===== src/rtl/sys_bus_arbiter_if.sv =====
// -----------------------------------------------------------------------------
// sys_bus_arbiter_if
// Bundles the CPU/DMA request sets, the owner handshake and the shared slave
// bus that surround sys_bus_arbiter.
//   master modport : the arbiter's view (drives grants, acks, bus address/data/strobes)
//   slave  modport : the environment's view (bus masters and addressed slave)
// Signals:
//   cpu_*/dma_*      request, direction, burst code, address and write data per master
//   cpu_gnt/dma_gnt  bus ownership, beat_ack/rdata per completed beat
//   xfer_done/err    end-of-transaction pulses
//   Addr_bus, Data_bus_o, Data_bus_i, bus_wr, bus_rd, bus_burst, beat_idx, sel, slv_ready
// -----------------------------------------------------------------------------
interface sys_bus_arbiter_if #(
    parameter int unsigned DW = 32
);
    logic          cpu_req;
    logic          cpu_write;
    logic [1:0]    cpu_burst;
    logic [DW-1:0] cpu_addr;
    logic [DW-1:0] cpu_wdata;

    logic          dma_req;
    logic          dma_write;
    logic [1:0]    dma_burst;
    logic [DW-1:0] dma_addr;
    logic [DW-1:0] dma_wdata;

    logic          cpu_gnt;
    logic          dma_gnt;
    logic          beat_ack;
    logic [DW-1:0] rdata;
    logic          xfer_done;
    logic          xfer_err;

    logic [DW-1:0] Addr_bus;
    logic [DW-1:0] Data_bus_o;
    logic [DW-1:0] Data_bus_i;
    logic          bus_wr;
    logic          bus_rd;
    logic [1:0]    bus_burst;
    logic [1:0]    beat_idx;
    logic [2:0]    sel;
    logic          slv_ready;

    modport master (
        input  cpu_req, cpu_write, cpu_burst, cpu_addr, cpu_wdata,
        input  dma_req, dma_write, dma_burst, dma_addr, dma_wdata,
        input  Data_bus_i, slv_ready,
        output cpu_gnt, dma_gnt, beat_ack, rdata, xfer_done, xfer_err,
        output Addr_bus, Data_bus_o, bus_wr, bus_rd, bus_burst, beat_idx, sel
    );

    modport slave (
        output cpu_req, cpu_write, cpu_burst, cpu_addr, cpu_wdata,
        output dma_req, dma_write, dma_burst, dma_addr, dma_wdata,
        output Data_bus_i, slv_ready,
        input  cpu_gnt, dma_gnt, beat_ack, rdata, xfer_done, xfer_err,
        input  Addr_bus, Data_bus_o, bus_wr, bus_rd, bus_burst, beat_idx, sel
    );
endinterface


===== src/rtl/sys_bus_arbiter.sv =====
// -----------------------------------------------------------------------------
// sys_bus_arbiter
// Shared system-bus master stage for two masters (CPU, DMA) and three slaves
// (IO_1, IO_2, memory). One master owns the bus per transaction; the FSM walks
// IDLE -> ADDR -> DATA -> DONE and drives address, strobes, beat index and
// one-hot slave select, muxes write data out and returns read data.
// Ports:
//   clck     system clock, rising edge
//   Reset_n  asynchronous active-low reset
//   bus      sys_bus_arbiter_if.master (requests, grants, acks, slave bus)
// -----------------------------------------------------------------------------
module sys_bus_arbiter #(
    parameter int unsigned IO1_ADDR = 500,
    parameter int unsigned IO2_ADDR = 700,
    parameter int unsigned MEM_ADDR = 800,
    parameter int unsigned DW       = 32
) (
    input  logic               clck,
    input  logic               Reset_n,
    sys_bus_arbiter_if.master  bus
);
    typedef enum logic [1:0] {StIdle, StAddr, StData, StDone} state_e;

    state_e        state_q, state_d;
    logic          owner_q;       // 1 = DMA owns the current transaction
    logic          last_owner_q;  // 1 = DMA owned the previous one
    logic          write_q;
    logic          err_q;
    logic [1:0]    burst_q;
    logic [1:0]    beat_q;
    logic [DW-1:0] addr_q;
    logic          beat_ack_q;
    logic [DW-1:0] rdata_q;

    logic          any_req;
    logic          pick_dma;
    logic [2:0]    sel_dec;
    logic          addr_err;
    logic [1:0]    last_beat;
    logic          beat_done;
    logic          final_beat;

    assign any_req = bus.cpu_req | bus.dma_req;

    // Round robin on a tie: the master that did not own the bus last time wins.
    always_comb begin
        pick_dma = bus.dma_req;
        if (bus.cpu_req && bus.dma_req) begin
            pick_dma = ~last_owner_q;
        end
    end

    always_comb begin
        sel_dec = 3'b000;
        if (addr_q == DW'(IO1_ADDR)) sel_dec = 3'b001;
        if (addr_q == DW'(IO2_ADDR)) sel_dec = 3'b010;
        if (addr_q == DW'(MEM_ADDR)) sel_dec = 3'b100;
    end

    assign addr_err = (sel_dec == 3'b000) || (burst_q == 2'd3);

    always_comb begin
        case (burst_q)
            2'd0:    last_beat = 2'd0;
            2'd1:    last_beat = 2'd1;
            default: last_beat = 2'd3;
        endcase
    end

    assign beat_done  = (state_q == StData) && bus.slv_ready;
    assign final_beat = beat_done && (beat_q == last_beat);

    // State register
    always_ff @(posedge clck or negedge Reset_n) begin
        if (!Reset_n) begin
            state_q <= StIdle;
        end else begin
            state_q <= state_d;
        end
    end

    // Next-state logic
    always_comb begin
        state_d = state_q;
        unique case (state_q)
            StIdle: if (any_req) state_d = StAddr;
            StAddr: state_d = addr_err ? StDone : StData;
            StData: if (final_beat) state_d = StDone;
            StDone: state_d = StIdle;
            default: state_d = StIdle;
        endcase
    end

    // Transaction context, beat counter and read-data capture
    always_ff @(posedge clck or negedge Reset_n) begin
        if (!Reset_n) begin
            owner_q      <= 1'b0;
            last_owner_q <= 1'b0;
            write_q      <= 1'b0;
            err_q        <= 1'b0;
            burst_q      <= 2'd0;
            beat_q       <= 2'd0;
            addr_q       <= '0;
            beat_ack_q   <= 1'b0;
            rdata_q      <= '0;
        end else begin
            beat_ack_q <= beat_done;
            if (state_q == StIdle && any_req) begin
                owner_q <= pick_dma;
                write_q <= pick_dma ? bus.dma_write : bus.cpu_write;
                burst_q <= pick_dma ? bus.dma_burst : bus.cpu_burst;
                addr_q  <= pick_dma ? bus.dma_addr  : bus.cpu_addr;
            end
            if (state_q == StAddr) begin
                err_q  <= addr_err;
                beat_q <= 2'd0;
            end
            if (beat_done) begin
                beat_q <= final_beat ? 2'd0 : beat_q + 2'd1;
                if (!write_q) rdata_q <= bus.Data_bus_i;
            end
            if (state_q == StDone) begin
                last_owner_q <= owner_q;
            end
        end
    end

    // Outputs
    always_comb begin
        bus.cpu_gnt    = 1'b0;
        bus.dma_gnt    = 1'b0;
        bus.xfer_done  = 1'b0;
        bus.xfer_err   = 1'b0;
        bus.Addr_bus   = '0;
        bus.Data_bus_o = '0;
        bus.bus_wr     = 1'b0;
        bus.bus_rd     = 1'b0;
        bus.bus_burst  = 2'd0;
        bus.beat_idx   = 2'd0;
        bus.sel        = 3'b000;
        unique case (state_q)
            StAddr, StData: begin
                bus.cpu_gnt   = ~owner_q;
                bus.dma_gnt   = owner_q;
                bus.Addr_bus  = addr_q;
                bus.sel       = sel_dec;
                bus.bus_burst = burst_q;
                if (state_q == StData) begin
                    bus.bus_wr   = write_q;
                    bus.bus_rd   = ~write_q;
                    bus.beat_idx = beat_q;
                    if (write_q) bus.Data_bus_o = owner_q ? bus.dma_wdata : bus.cpu_wdata;
                end
            end
            StDone: begin
                bus.xfer_done = 1'b1;
                bus.xfer_err  = err_q;
            end
            default: ;
        endcase
    end

    assign bus.beat_ack = beat_ack_q;
    assign bus.rdata    = rdata_q;
endmodule


===== src/flat_wrapper.sv =====
// flat-port wrapper written by rule: the top's interface ports become plain ports
module sys_bus_arbiter_flat 
#(
    parameter int unsigned IO1_ADDR = 500,
    parameter int unsigned IO2_ADDR = 700,
    parameter int unsigned MEM_ADDR = 800,
    parameter int unsigned DW       = 32
)
  (clck, Reset_n, bus_cpu_req, bus_cpu_write, bus_cpu_burst, bus_cpu_addr, bus_cpu_wdata, bus_dma_req, bus_dma_write, bus_dma_burst, bus_dma_addr, bus_dma_wdata, bus_Data_bus_i, bus_slv_ready, bus_cpu_gnt, bus_dma_gnt, bus_beat_ack, bus_rdata, bus_xfer_done, bus_xfer_err, bus_Addr_bus, bus_Data_bus_o, bus_bus_wr, bus_bus_rd, bus_bus_burst, bus_beat_idx, bus_sel);
  sys_bus_arbiter_if #(.DW(DW)) bus_i ();
  input  logic clck;
  input  logic Reset_n;
  input wire logic [$bits(bus_i.cpu_req)-1:0] bus_cpu_req;
  input wire logic [$bits(bus_i.cpu_write)-1:0] bus_cpu_write;
  input wire logic [$bits(bus_i.cpu_burst)-1:0] bus_cpu_burst;
  input wire logic [$bits(bus_i.cpu_addr)-1:0] bus_cpu_addr;
  input wire logic [$bits(bus_i.cpu_wdata)-1:0] bus_cpu_wdata;
  input wire logic [$bits(bus_i.dma_req)-1:0] bus_dma_req;
  input wire logic [$bits(bus_i.dma_write)-1:0] bus_dma_write;
  input wire logic [$bits(bus_i.dma_burst)-1:0] bus_dma_burst;
  input wire logic [$bits(bus_i.dma_addr)-1:0] bus_dma_addr;
  input wire logic [$bits(bus_i.dma_wdata)-1:0] bus_dma_wdata;
  input wire logic [$bits(bus_i.Data_bus_i)-1:0] bus_Data_bus_i;
  input wire logic [$bits(bus_i.slv_ready)-1:0] bus_slv_ready;
  output wire logic [$bits(bus_i.cpu_gnt)-1:0] bus_cpu_gnt;
  output wire logic [$bits(bus_i.dma_gnt)-1:0] bus_dma_gnt;
  output wire logic [$bits(bus_i.beat_ack)-1:0] bus_beat_ack;
  output wire logic [$bits(bus_i.rdata)-1:0] bus_rdata;
  output wire logic [$bits(bus_i.xfer_done)-1:0] bus_xfer_done;
  output wire logic [$bits(bus_i.xfer_err)-1:0] bus_xfer_err;
  output wire logic [$bits(bus_i.Addr_bus)-1:0] bus_Addr_bus;
  output wire logic [$bits(bus_i.Data_bus_o)-1:0] bus_Data_bus_o;
  output wire logic [$bits(bus_i.bus_wr)-1:0] bus_bus_wr;
  output wire logic [$bits(bus_i.bus_rd)-1:0] bus_bus_rd;
  output wire logic [$bits(bus_i.bus_burst)-1:0] bus_bus_burst;
  output wire logic [$bits(bus_i.beat_idx)-1:0] bus_beat_idx;
  output wire logic [$bits(bus_i.sel)-1:0] bus_sel;
  assign bus_i.cpu_req = bus_cpu_req;
  assign bus_i.cpu_write = bus_cpu_write;
  assign bus_i.cpu_burst = bus_cpu_burst;
  assign bus_i.cpu_addr = bus_cpu_addr;
  assign bus_i.cpu_wdata = bus_cpu_wdata;
  assign bus_i.dma_req = bus_dma_req;
  assign bus_i.dma_write = bus_dma_write;
  assign bus_i.dma_burst = bus_dma_burst;
  assign bus_i.dma_addr = bus_dma_addr;
  assign bus_i.dma_wdata = bus_dma_wdata;
  assign bus_i.Data_bus_i = bus_Data_bus_i;
  assign bus_i.slv_ready = bus_slv_ready;
  assign bus_cpu_gnt = bus_i.cpu_gnt;
  assign bus_dma_gnt = bus_i.dma_gnt;
  assign bus_beat_ack = bus_i.beat_ack;
  assign bus_rdata = bus_i.rdata;
  assign bus_xfer_done = bus_i.xfer_done;
  assign bus_xfer_err = bus_i.xfer_err;
  assign bus_Addr_bus = bus_i.Addr_bus;
  assign bus_Data_bus_o = bus_i.Data_bus_o;
  assign bus_bus_wr = bus_i.bus_wr;
  assign bus_bus_rd = bus_i.bus_rd;
  assign bus_bus_burst = bus_i.bus_burst;
  assign bus_beat_idx = bus_i.beat_idx;
  assign bus_sel = bus_i.sel;
  sys_bus_arbiter #(.IO1_ADDR(IO1_ADDR), .IO2_ADDR(IO2_ADDR), .MEM_ADDR(MEM_ADDR), .DW(DW)) u_core (.clck(clck), .Reset_n(Reset_n), .bus(bus_i));
endmodule

===== config.mk =====
export PLATFORM = sky130hd
export DESIGN_NAME = sys_bus_arbiter_flat
export DESIGN_NICKNAME = d
export VERILOG_FILES = /design/src/rtl/sys_bus_arbiter_if.sv /design/src/rtl/sys_bus_arbiter.sv /design/src/flat_wrapper.sv
export SDC_FILE = /design/constraint.sdc
export NUM_CORES = 1
export LEC_CHECK = 0
export ABC_CLOCK_PERIOD_IN_PS = 1800
export BUFFER_PORTS_ARGS = -buffer_cell sky130_fd_sc_hd__buf_2
export CAP_MARGIN = 5
export CORE_MARGIN = 10
export CORE_UTILIZATION = 39
export CTS_CLUSTER_SIZE = 12
export DETAILED_ROUTE_END_ITERATION = 7
export PLACE_DENSITY = 0.78
export SYNTH_ARGS = -nofsm -noshare
export SYNTH_HDL_FRONTEND = slang
export SYNTH_SLANG_ARGS = --single-unit

===== constraint.sdc =====
create_clock -name clck -period 1.8 [get_ports clck]
set_input_delay 0.09 -clock clck [delete_from_list [all_inputs] [get_ports clck]]
set_output_delay 0.09 -clock clck [all_outputs]
set_load 0.01 [all_outputs]

==> flow_metrics.env <==
export IMPL_p_leak_nw=3.75
export IMPL_synth_main_ff_cell="dfrtp_1"
export IMPL_cts_sink_count=75
export IMPL_violations="negative setup slack"
export IMPL_drv_slew=0
export IMPL_reg2regPathDepth=6
export IMPL_root_buffer="clkbuf_8"
export IMPL_synth_compound_area_share_pct=7.09
export IMPL_synth_distinct_cells=45
export IMPL_nNetsFinal=914
export IMPL_r2r_slack_ns=0
export IMPL_cts_tree="yes"
export IMPL_cts_buffers=9
export IMPL_max_cap_violations=0
export IMPL_cp_start_kind="register"
export IMPL_yosys_area_share_adder_pct=1.16
export IMPL_async_flop_share_pct=100
export IMPL_timing_slew_headroom_pct=69.1
export IMPL_synth_area_mux_share_pct=26.7
export IMPL_cp_data_required_time_ns=1.71
export IMPL_grt_max_degree=72
export IMPL_hold_start="bus_dma_addr[25]"
export IMPL_clock_latency_ns=0.35
export IMPL_grt_pass1_vias=4782
export IMPL_rr_startpoint="u_core.addr_q[1]"
export IMPL_yosys_area_share_xor_xnor_pct=0.203
export IMPL_hold_depth=3
export IMPL_synth_area_per_cell_sq_um=10.6
export IMPL_rsz0062_at_grt="yes"
export IMPL_n_antenna_cell=0
export IMPL_fin_ws_ns=-0.208
export IMPL_status="finished with violations"
export IMPL_synth_top_area_share_pct=43.4
export IMPL_worstPathArrival_ns=1.92
export IMPL_max_freq_mhz=498
export IMPL_clock_path_buffers=2
export IMPL_vias=4432
export IMPL_antenna_found_initial=0
export IMPL_gr_total_overflow=0
export IMPL_core_area_sq_um=10800
export IMPL_period_needed_ns=2.01
export IMPL_numPortBuffers=280
export IMPL_hp_class="input pin to register"
export IMPL_rows=38
export IMPL_start_util_pct=39.9
export IMPL_synth_top_family_by_area="multiplexers"
export IMPL_finalCritPeriodShare_pct=112
export IMPL_finalPower_mw=11.1
export IMPL_hold_viol_final=0
export IMPL_io_pins=281
export IMPL_ys_warn_count=0
export IMPL_finalClockSkew_ns=0.0185
export IMPL_synth_edf_count=0
export IMPL_dpl_hpwl_mm=12.5
export IMPL_syn_to_final_growth_pct=67.5
export IMPL_clkSlewWorstSetupHoldPaths_ns=0.08
export IMPL_routedWlPerCell_um=19.9
export IMPL_startpoint="u_core.addr_q[20]"
export IMPL_synth_simple_area_share_pct=17.3
export IMPL_die_h_um=125
export IMPL_worstSetupPathType="register to output pin"
export IMPL_drc=0
export IMPL_worst_slew_pin_slew_ns=0.463
export IMPL_crit_fanout=3
export IMPL_synth_largest_area_cell="dfrtp_1"
export IMPL_htree_levels=3
export IMPL_post_place_ws_ns=0.0370
export IMPL_ant_nets=0
export IMPL_setup_tns_ns=-1.33
export IMPL_synthTopCellsByArea="dfrtp_1, mux2i_1, mux2_4"
export IMPL_floorplan_die_width_um=125
export IMPL_netlist_area_sq_um=4320
export IMPL_r2r_end="u_core.state_q[0]"
export IMPL_cp_end_kind="output pin"
export IMPL_ir_drop_mv=0.820
export IMPL_power_density_nw_per_um2=1530
export IMPL_syn_inst=409
export IMPL_fillCellCount=817
export IMPL_yosysMostFrequentCell="dfrtp_1"
export IMPL_viasPerCell=5.01
export IMPL_place_congestion=0.905
export IMPL_final_setup_viol_count=34
export IMPL_synth_common_cells="dfrtp_1, mux2i_1, nand2_1"
export IMPL_drt_total_wl_mm=17.6
export IMPL_dr_first_iter_drc_count=167
export IMPL_ys_seq_elements=75
export IMPL_ys_seq_area_share_pct=43.4
export IMPL_dieArea_sq_um=15700
export IMPL_layout_drive_gt1_share_pct=55.8
export IMPL_grt_use_total_pct=19.9
export IMPL_hold_path_end="u_core.addr_q[25]"
export IMPL_synth_nets=584
export IMPL_grt_pass1_wl_mm=25.6
export IMPL_first_pass_iters=6
## placed cells by master, fill, tap and decap left out, types with 3 or more instances in the layout
cell,n
inv_2,3
and2_1,34
nand2_1,42
dfrtp_1,74
a21oi_1,3
buf_4,17
inv_1,4
mux2_4,30
nor2_1,8
clkbuf_16,4
mux2i_1,67
mux2_2,3
clkbuf_8,10
nor4_2,3
nor2_4,30
o21ai_1,9
buf_2,248
buf_12,7
buf_6,35
o21ai_0,28
nor3_1,3
dlygate4sd3_1,33
## area by class of cell
| cell class | instances | area [sq um] | share of cell area, % |
|---|---|---|---|
| Clock buffer | 11 | 141 | 1.95 |
| Clock inverter | 5 | 60.1 | 0.830 |
| Inverter | 8 | 33.8 | 0.467 |
| Multi-Input combinational cell | 300 | 2590 | 35.8 |
| Sequential cell | 75 | 1880 | 26.0 |
| Tap cell | 140 | 175 | 2.42 |
| Timing Repair Buffer | 345 | 2360 | 32.6 |
## worst max path at each step
stage | end | slack [ns] | cells after the start
after floorplan | u_core.bus.rdata[0] | 0.06 | 7
after global placement | u_core.bus.rdata[17] | 0.1 | 6
after detailed placement | u_core.bus.rdata[11] | 0.04 | 6
after CTS | bus_sel[2] | -0.19 | 5
after global routing | bus_sel[2] | -0.32 | 5
final | bus_sel[2] | -0.21 | 4
## flip-flops by register name, indices dropped and copies added (netlist names)
name and flops:
u_core.addr_q 32, u_core.bus.rdata 32, u_core.beat_q 2, u_core.burst_q 2, u_core.state_q 2, u_core.bus.beat_ack 1
u_core.err_q 1, u_core.last_owner_q 1, u_core.owner_q 1, u_core.write_q 1
## timing repair
item                                    4_1_cts  5_1_grt
endpoints found under the setup margin       50       41
gates cloned                                  1        4
buffers inserted                              7       10
pin swaps                                     8       42
hold buffers                                 33        0
gates resized for setup                       9      104
endpoints found under the hold margin        60        0
## critical path: stages, from the launching register on
cell and delay (ns):
dfrtp_1 0.40, or3_1 0.50, or3_4 0.41, nor3_2 0.11, buf_2 0.16
## through the flow
stage	utilization [%]	instances	instance area, sq um	hold WS (ns)
floorplan	-	409	4320	-0.206
global placement	54.8	813	5940	0.0397
detailed placement	54.8	813	5940	0.0524
CTS	60.9	870	6600	0.0158
global route	66.8	884	7240	0.0194
finish	66.8	884	7240	0.0277
## routing by layer
metal	vias up	part of all wire (%)	track usage [%]
li1	2072	-	-
met1	2127	37	19.9
met2	203	55	37.7
met3	30	6.4	6.51
met4	0	2.4	6.84
met5	-	0	0
## cell families after synthesis
logic type / Yosys count
AOI/OAI and AO/OA: 52
xor gates and xnor gates: 1
adders and majority gates: 4
buffers and inverters: 34
DFF: 75
muxes: 100
and+or+nand+nor: 143
## power breakdown
group          internal (mW)  switching (mW)  leakage [nW]  total [mW]
clock                  0.684           0.649        0.0999        1.33
combinational           3.25            3.28          2.74        6.54
sequential              2.50           0.689         0.915        3.19
(Power assumes the default switching activity.)
